## src/rtl/ram_arb_pkg.sv

```systemverilog
// Shared types and constants for the two-master RAM port arbiter.
// Master IDs double as bit positions in the 2-bit request/exclude vectors.
package ram_arb_pkg;

  typedef enum logic [1:0] {
    ST_IDLE   = 2'd0,
    ST_ACCESS = 2'd1,
    ST_RESP   = 2'd2
  } arb_state_t;

  localparam logic M_IF = 1'b0;
  localparam logic M_D  = 1'b1;

  // One-hot mask for a master ID, used to exclude the master just acked.
  function automatic logic [1:0] master_mask(input logic m);
    return (m == M_D) ? 2'b10 : 2'b01;
  endfunction

endpackage

```

## src/rtl/ram_port_arbiter_rr_arb2.sv

```systemverilog
// Two-input round-robin picker: on a tie the master not granted last wins;
// requests masked by excl never win.
module rr_arb2
  import ram_arb_pkg::*;
(
  input  logic [1:0] req,
  input  logic       last_grant,
  input  logic [1:0] excl,
  output logic       grant,
  output logic       valid
);

  logic [1:0] eff;

  assign eff   = req & ~excl;
  assign valid = |eff;

  always_comb begin
    grant = M_IF;
    if (eff == 2'b11) begin
      grant = ~last_grant;
    end else if (eff[M_D]) begin
      grant = M_D;
    end
  end

endmodule

```

## src/rtl/ram_port_arbiter.sv

```systemverilog
// Arbitrates the instruction-fetch and load/store ports onto one single-port
// RAM, one transaction in flight, registered RAM controls, one-cycle acks.
module ram_port_arbiter
  import ram_arb_pkg::*;
#(
  parameter int ADDR_WHITH = 30,
  parameter int DATA_WHITH = 32,
  parameter int DATA_BYTE  = DATA_WHITH / 8
) (
  input  logic                  clk,
  input  logic                  rst_n,
  input  logic                  if_req,
  input  logic [ADDR_WHITH-1:0] if_addr,
  output logic                  if_ack,
  output logic [DATA_WHITH-1:0] if_rdata,
  input  logic                  d_req,
  input  logic [DATA_BYTE-1:0]  d_we,
  input  logic [ADDR_WHITH-1:0] d_addr,
  input  logic [DATA_WHITH-1:0] d_wdata,
  output logic                  d_ack,
  output logic [DATA_WHITH-1:0] d_rdata,
  output logic                  ram_cs,
  output logic [DATA_BYTE-1:0]  ram_we,
  output logic [ADDR_WHITH-1:0] ram_addr,
  output logic [DATA_WHITH-1:0] ram_wdata,
  input  logic [DATA_WHITH-1:0] ram_rdata,
  output logic                  busy,
  output logic [1:0]            dbg_state
);

  // Handshake: a master raises req with stable addr/we/wdata and holds it
  // until it sees its one-cycle ack; rdata is meaningful only during ack.
  // Requests are sampled only in IDLE and RESP, the only grant points.

  arb_state_t            state_q, state_d;
  logic                  last_grant, grant_d;
  logic                  cs_d;
  logic [DATA_BYTE-1:0]  we_d;
  logic [ADDR_WHITH-1:0] addr_d;
  logic [DATA_WHITH-1:0] wdata_d;
  logic [1:0]            excl;
  logic                  arb_grant, arb_valid;
  logic                  take;
  logic [DATA_WHITH-1:0] resp_data;

  // While responding, the acked master's req is still high; keep it out.
  assign excl = (state_q == ST_RESP) ? master_mask(last_grant) : 2'b00;

  rr_arb2 u_rr_arb2 (
    .req        ({d_req, if_req}),
    .last_grant (last_grant),
    .excl       (excl),
    .grant      (arb_grant),
    .valid      (arb_valid)
  );

  always_ff @(posedge clk or negedge rst_n) begin
    if (!rst_n) begin
      state_q    <= ST_IDLE;
      last_grant <= M_IF;
      ram_cs     <= 1'b0;
      ram_we     <= '0;
      ram_addr   <= '0;
      ram_wdata  <= '0;
    end else begin
      state_q    <= state_d;
      last_grant <= grant_d;
      ram_cs     <= cs_d;
      ram_we     <= we_d;
      ram_addr   <= addr_d;
      ram_wdata  <= wdata_d;
    end
  end

  always_comb begin
    state_d = state_q;
    grant_d = last_grant;
    cs_d    = 1'b0;
    we_d    = ram_we;
    addr_d  = ram_addr;
    wdata_d = ram_wdata;
    take    = 1'b0;
    case (state_q)
      ST_IDLE:   take = arb_valid;
      ST_ACCESS: state_d = ST_RESP;
      ST_RESP: begin
        take = arb_valid;
        if (!arb_valid) state_d = ST_IDLE;
      end
      default:   state_d = ST_IDLE;
    endcase
    if (take) begin
      state_d = ST_ACCESS;
      cs_d    = 1'b1;
      grant_d = arb_grant;
      if (arb_grant == M_D) begin
        we_d    = d_we;
        addr_d  = d_addr;
        wdata_d = d_wdata;
      end else begin
        we_d    = '0;
        addr_d  = if_addr;
        wdata_d = '0;
      end
    end
  end

  // ram_we is held through RESP, so it still tells a write from a read.
  assign resp_data = (|ram_we) ? '0 : ram_rdata;

  assign if_ack    = (state_q == ST_RESP) && (last_grant == M_IF);
  assign d_ack     = (state_q == ST_RESP) && (last_grant == M_D);
  assign if_rdata  = if_ack ? resp_data : '0;
  assign d_rdata   = d_ack ? resp_data : '0;
  assign busy      = (state_q != ST_IDLE);
  assign dbg_state = state_q;

endmodule

```

## config.mk

```make
export PLATFORM = sky130hd
export DESIGN_NAME = ram_port_arbiter
export DESIGN_NICKNAME = d
export VERILOG_FILES = /design/src/rtl/ram_arb_pkg.sv /design/src/rtl/ram_port_arbiter_rr_arb2.sv /design/src/rtl/ram_port_arbiter.sv
export SDC_FILE = /design/constraint.sdc
export NUM_CORES = 1
export LEC_CHECK = 0
export CAP_MARGIN = 0
export CORE_AREA = 2 2 103 105
export DETAILED_ROUTE_END_ITERATION = 16
export DIE_AREA = 0 0 105 107
export HOLD_SLACK_MARGIN = 0.05
export PLACE_DENSITY = 0.89
export SKIP_CTS_REPAIR_TIMING = 1
export SLEW_MARGIN = 20
export SYNTH_ARGS = -nofsm -noshare
export SYNTH_HDL_FRONTEND = slang
export SYNTH_SLANG_ARGS = --single-unit
```

## constraint.sdc

```tcl
create_clock -name clk -period 5.11 [get_ports clk]
set_clock_uncertainty 0.1 [all_clocks]
set_input_delay 1.2775 -clock clk [delete_from_list [all_inputs] [get_ports clk]]
set_output_delay 1.2775 -clock clk [all_outputs]
set_load 0.005 [all_outputs]
```

==> impl_results.md, run 1 <==
- Final setup violation count: 0
- CTS Sinks: 70
- Fin Setup TNS: 0 ps
- Die width: 105 um
- Initial Util: 33.5%
- Gr ovfl total: 0
- R2R Setup Slk: 2620 ps
- Leading cell types in the layout, fill and taps excluded: 266 x clkdlybuf4s50_1, 70 x dfrtp_1, 64 x and3_1
- Minimum clock period: 3830 ps
- Number of global-route vias before repair: 3361
- Synth Net Count: 406
- Post-Layout Inst Area: 6330 um2
- Hold Crit Class: flop to flop
- PwrDens: 480 nW/um2
- Final HPWL DP: 8780 um
- Status: completed
- Post-Route WL: 11500 um
- CP Capture Type: output port
- Clock buffer depth: 2
- Placed Area: 6150 um2
- CORE AREA: 10100 um2
- Reg clk slew, reported paths: 80 ps
- Max cap viols: 0
- Unrepaired setup endpoints after global routing: false
- H-tree depth: 3
- R2r worst-path depth: 5
- FP Rows: 37
- Most used flip-flop cell after synthesis: dfrtp_1
- CP arrival: 2450 ps
- # nets final: 663
- Clock Latency Late Sink: 330 ps
- Commonest non-fill, non-tap cell in the layout: clkdlybuf4s50_1
- Final GP Congestion: 0.782
- Sequential fraction of the synthesis area: 51.8%
- Total GRT Usage: 19.7%
- Layout area overhead: 87.2%
- Vias: 3218
- Origin of the critical flop-to-flop path: dbg_state[1]$_DFFE_PN0P_
- Post-layout util: 62.8%
- Initial antenna violation count: 0
- HP Start: ram_addr[7]$_DFFE_PN0P_
- Final hold vios: 0
- Synth warn: 0
- Pre-Repair DR Iteration Count: 4
- First-pass GRT wire length: 17600 um
- FFs w/ async S/R, synth: 100%
- IO buf count: 267
- End of the worst hold path: ram_addr[7]$_DFFE_PN0P_
- Synth Instances: 274
- Drt drc: 0
- Die Ht: 107 um
- CTS tree: yes
- Slew headroom: 32.5%
- Drt wl/cell: 17.1 um
- WP data required: 3730 ps
- Post-synth cell types: 23
- Tightest Pin Transition: 1010 ps
- CTS Root Cell: clkbuf_8
- Final period util: 74.9%
- EDFF count, synth: 0
- Iteration-0 DRC Markers: 122
- Reg2reg end: ram_addr[14]$_DFFE_PN0P_
- Synth Register Bits: 70
- Io pins: 268
- Fraction of layout cells with a size suffix above 1: 15.9%
- Final Slew Violations: 0
- # diodes: 0
- Mapped Area: 3380 um2
- Post-route ant nets: 0
- Largest net degree at the start of global routing: 65
- Hold Path Stages: 1
- CTS Buf Count: 9
- Mean area per synthesized cell: 12.4 um2
- Setup crit start kind: primary input
- Die ar.: 11200 um2
- Pleak: 2.79 nW
- # fillers: 813
- F_max: 261 MHz
- Crit Path Class: primary input to output port
- VDD IR max: 0.294 mV
- Crit Path Max Fanout: 2
- Via density: 4.79
==> cells in the mapped netlist (2+ instances only) <==
cell type  instances  area [um2]
a22o_1            36         315
and3_1            64         400
buf_4              4        30.0
nand2b_1           2        12.5
buf_2              4        20.0
dfrtp_1           70        1750
mux2_2            58         653
mux2_1             2        22.5
buf_1              3        11.3
nor2b_1            2        12.5
inv_1              3        11.3
nor2_1             2        7.51
clkbuf_1          13        48.8
buf_6              2        22.5
==> area by class of cell <==
cell class | instances | area [um2] | share of cell area [%]
Sequential cell | 70 | 1750 | 27.7
Clock inverter | 6 | 45.0 | 0.711
Timing Repair Buffer | 272 | 2710 | 42.7
Multi-Input combinational cell | 174 | 1510 | 23.8
Tap cell | 136 | 170 | 2.69
Inverter | 4 | 15.0 | 0.237
Clock buffer | 10 | 138 | 2.17
==> kinds of logic (layout without fill, tap and decap cells) <==
group           count (synthesis)  after routing  share of synthesized area, %
flops                          70             70                          51.8
simple gates                   73             73                          13.6
compound gates                 41             41                          10.3
mux                            60             60                          20.0
buf+inv                        30            292                          4.36
==> stage by stage <==
step                      total power [mW]  worst slack, ps  cells  hold slack [ps]
after floorplan                       1.71             2320    274              383
after global placement                2.58             1290    656              379
after detailed placement              2.65             1270    656              388
after CTS                             3.08             1280    672              409
after global routing                  3.22             1230    672              425
final                                 3.04             1280    672              402
==> registers in the layout, summed over array words and instances (netlist names) <==
signal      flops
dbg_state       2
last_grant      1
ram_addr       30
ram_cs          1
ram_wdata      32
ram_we          4
==> power by group <==
part | switching, mW | total [mW] | internal [mW] | leakage, nW
logic | 0.598 | 1.61 | 1.01 | 1.84
registers | 0.185 | 1.02 | 0.839 | 0.865
clock network | 0.216 | 0.406 | 0.191 | 0.0849
total | 0.999 | 3.04 | 2.04 | 2.79
==> critical path: stages <==
cell             delay (ps)
clkdlybuf4s50_1         500
and3_1                  160
clkdlybuf4s50_1         510
==> per-layer routing <==
| metal | GRT usage, % | routed length [um] |
|---|---|---|
| met1 | 24.2 | 4830 |
| met5 | 0 | 0 |
| met4 | 7.24 | 172 |
| met2 | 33.5 | 5780 |
| met3 | 5.17 | 675 |
==> how the worst max path moves through the flow <==
stage | start | cells after the start | endpoint
after detailed placement | d_req | 5 | ram_addr[29]$_DFFE_PN0P_
after global placement | ram_rdata[31] | 3 | if_rdata[31]
after floorplan | ram_rdata[0] | 1 | d_rdata[0]
after CTS | ram_rdata[14] | 3 | if_rdata[14]
after global routing | ram_rdata[31] | 3 | if_rdata[31]
final | ram_rdata[14] | 3 | if_rdata[14]
Power figures use the tool's default switching activity.
==> run 2, diff against run 1 <==
CORE_AREA = not set   (was 2 2 103 105)
CORE_MARGIN = 2   (was not set)
CORE_UTILIZATION = 30   (was not set)
DIE_AREA = not set   (was 0 0 105 107)
PLACE_DENSITY = 0.85   (was 0.89)
clock period = 3.35 ns   (was 5.11 ns; I/O delays follow)
==> impl_results.md, run 2 (synthesized netlist as in run 1, its figures left out) <==
- Final setup violation count: 0 (unchanged)
- Fin Setup TNS: 0 ps (unchanged)
- CTS Buf Count: 9 (unchanged)
- CTS tree: yes
- Die ar.: 12100 um2 (+8.1%)
- Clock Latency Late Sink: 320 ps (about the same)
- Drt wl/cell: 16.3 um (-4.4%)
- Number of global-route vias before repair: 3371 (+0.30%)
- Tightest Pin Transition: 731 ps (-281 ps)
- Layout area overhead: 91.7%
- Minimum clock period: 3170 ps
- Final GP Congestion: 0.831 (+6.3%)
- CTS Root Cell: clkbuf_16
- Drt drc: 0 (unchanged)
- Final period util: 94.7%
- First-pass GRT wire length: 16800 um (-4.3%)
- Most flops, register: ram_wdata
- # nets final: 666 (+0.45%)
- VDD IR max: 0.465 mV (+58%)
- Final HPWL DP: 8640 um (-1.6%)
- Hold Crit Class: flop to flop
- Worst stage delay on the critical path: 530 ps (+20 ps)
- Status: completed
- CP max-delay cell: clkdlybuf4s50_1
- Io pins: 268 (unchanged)
- Max cap viols: 0 (unchanged)
- Number of flip-flops in the largest register: 32 (unchanged)
- PwrDens: 759 nW/um2 (+58%)
- Pre-Repair DR Iteration Count: 4 (unchanged)
- Commonest non-fill, non-tap cell in the layout: clkdlybuf4s50_1
- # fillers: 918 (+13%)
- Final hold vios: 0 (unchanged)
- Setup crit start kind: flop
- Die width: 110 um (+5.0%)
- IO buf count: 267 (unchanged)
- Total GRT Usage: 17.8% (-1.9 points)
- H-tree depth: 3 (unchanged)
- Initial antenna violation count: 0 (unchanged)
- Pleak: 2.87 nW (+2.7%)
- Leading cell types in the layout, fill and taps excluded: 266 x clkdlybuf4s50_1, 70 x dfrtp_1, 64 x and3_1
- Initial Util: 30.9% (-2.6 points)
- Post-Route WL: 11100 um (-3.4%)
- Vias: 3254 (+1.1%)
- Crit Path Max Fanout: 64 (+62)
- Via density: 4.79 (about the same)
- Final total power: 4.93 mW (+62%)
- # diodes: 0 (unchanged)
- Largest registers: ram_wdata x32, ram_addr x30, ram_we x4
- CP Capture Type: output port
- Die Ht: 110 um (+3.0%)
- Placed Area: 6220 um2 (+1.0%)
- Crit Path Class: flop to output port
- Final worst slack: 176 ps (-1110 ps)
- WP data required: 2410 ps (-1320 ps)
- Iteration-0 DRC Markers: 176 (+44%)
- CP arrival: 2240 ps (-210 ps)
- Post-route ant nets: 0 (unchanged)
- Worst slack at placement: 383 ps (-890 ps)
- Reg clk slew, reported paths: 60 ps (-20 ps)
- Worst Path Buf+Inv: 2 (unchanged)
- CTS Sinks: 70 (unchanged)
- Fraction of layout cells with a size suffix above 1: 16.1% (+0.28 points)
- FP Rows: 38 (+2.7%)
- Gr ovfl total: 0 (unchanged)
- Unrepaired setup endpoints after global routing: false
- Post-Layout Inst Area: 6490 um2 (+2.4%)
- Largest net degree at the start of global routing: 65 (unchanged)
- CORE AREA: 10900 um2 (+8.4%)
- Clock buffer depth: 2 (unchanged)
- F_max: 315 MHz
- Final Slew Violations: 0 (unchanged)
- Slew headroom: 51.2% (+19 points)
- Critical path, cell by cell: nor4_4, buf_4, and3_1, clkdlybuf4s50_1
- Cell family with most CP delay: buffers and inverters
-- run 2: layout make-up --
type                       count  area, um2  area share, %
clock buffer                   9        225           3.47
clock inverter                 7       47.5          0.733
inverter                       4       15.0          0.231
multi-input combinational    174       1510           23.3
sequential                    70       1750           27.0
tap                          140        175           2.70
timing repair buffer         275       2770           42.6
-- run 2: worst paths after layout --
kind	startpoint	to	slack (ps)	cells after the start
worst max-delay path	ram_we[1]$_DFFE_PN0P_	if_rdata[21]	180	4
worst min-delay path	ram_addr[7]$_DFFE_PN0P_	ram_addr[7]$_DFFE_PN0P_	390	1
worst max register to register	last_grant$_DFFE_PN0P_	ram_addr[28]$_DFFE_PN0P_	1320	6
worst min register to register	ram_addr[7]$_DFFE_PN0P_	ram_addr[7]$_DFFE_PN0P_	390	1
max in group asynchronous	rst_n	ram_addr[12]$_DFFE_PN0P_	2010	2
min in group asynchronous	rst_n	ram_wdata[10]$_DFFE_PN0P_	460	1
-- run 2: power by group --
group | switching (mW) | total [mW] | leakage [nW] | internal (mW)
Sequential | 0.281 | 1.56 | 0.865 | 1.28
Combinational | 0.928 | 2.51 | 1.87 | 1.58
Clock | 0.354 | 0.855 | 0.132 | 0.501
-- run 2: metrics by stage --
stage          instances  util [%]  hold WS (ps)
3_5_place_dp         663      56.8           383
2_1_floorplan        274         -           383
4_1_cts              679      59.3           397
5_1_grt              679      59.3           418
6_report             679      59.3           393
3_3_place_gp         663      56.8           376
-- run 2: metal layers --
layer  track usage [%]  wire, um
met4              5.09       183
met5                 0         0
met2              30.9      5670
met1              21.3      4290
met3              5.58       933
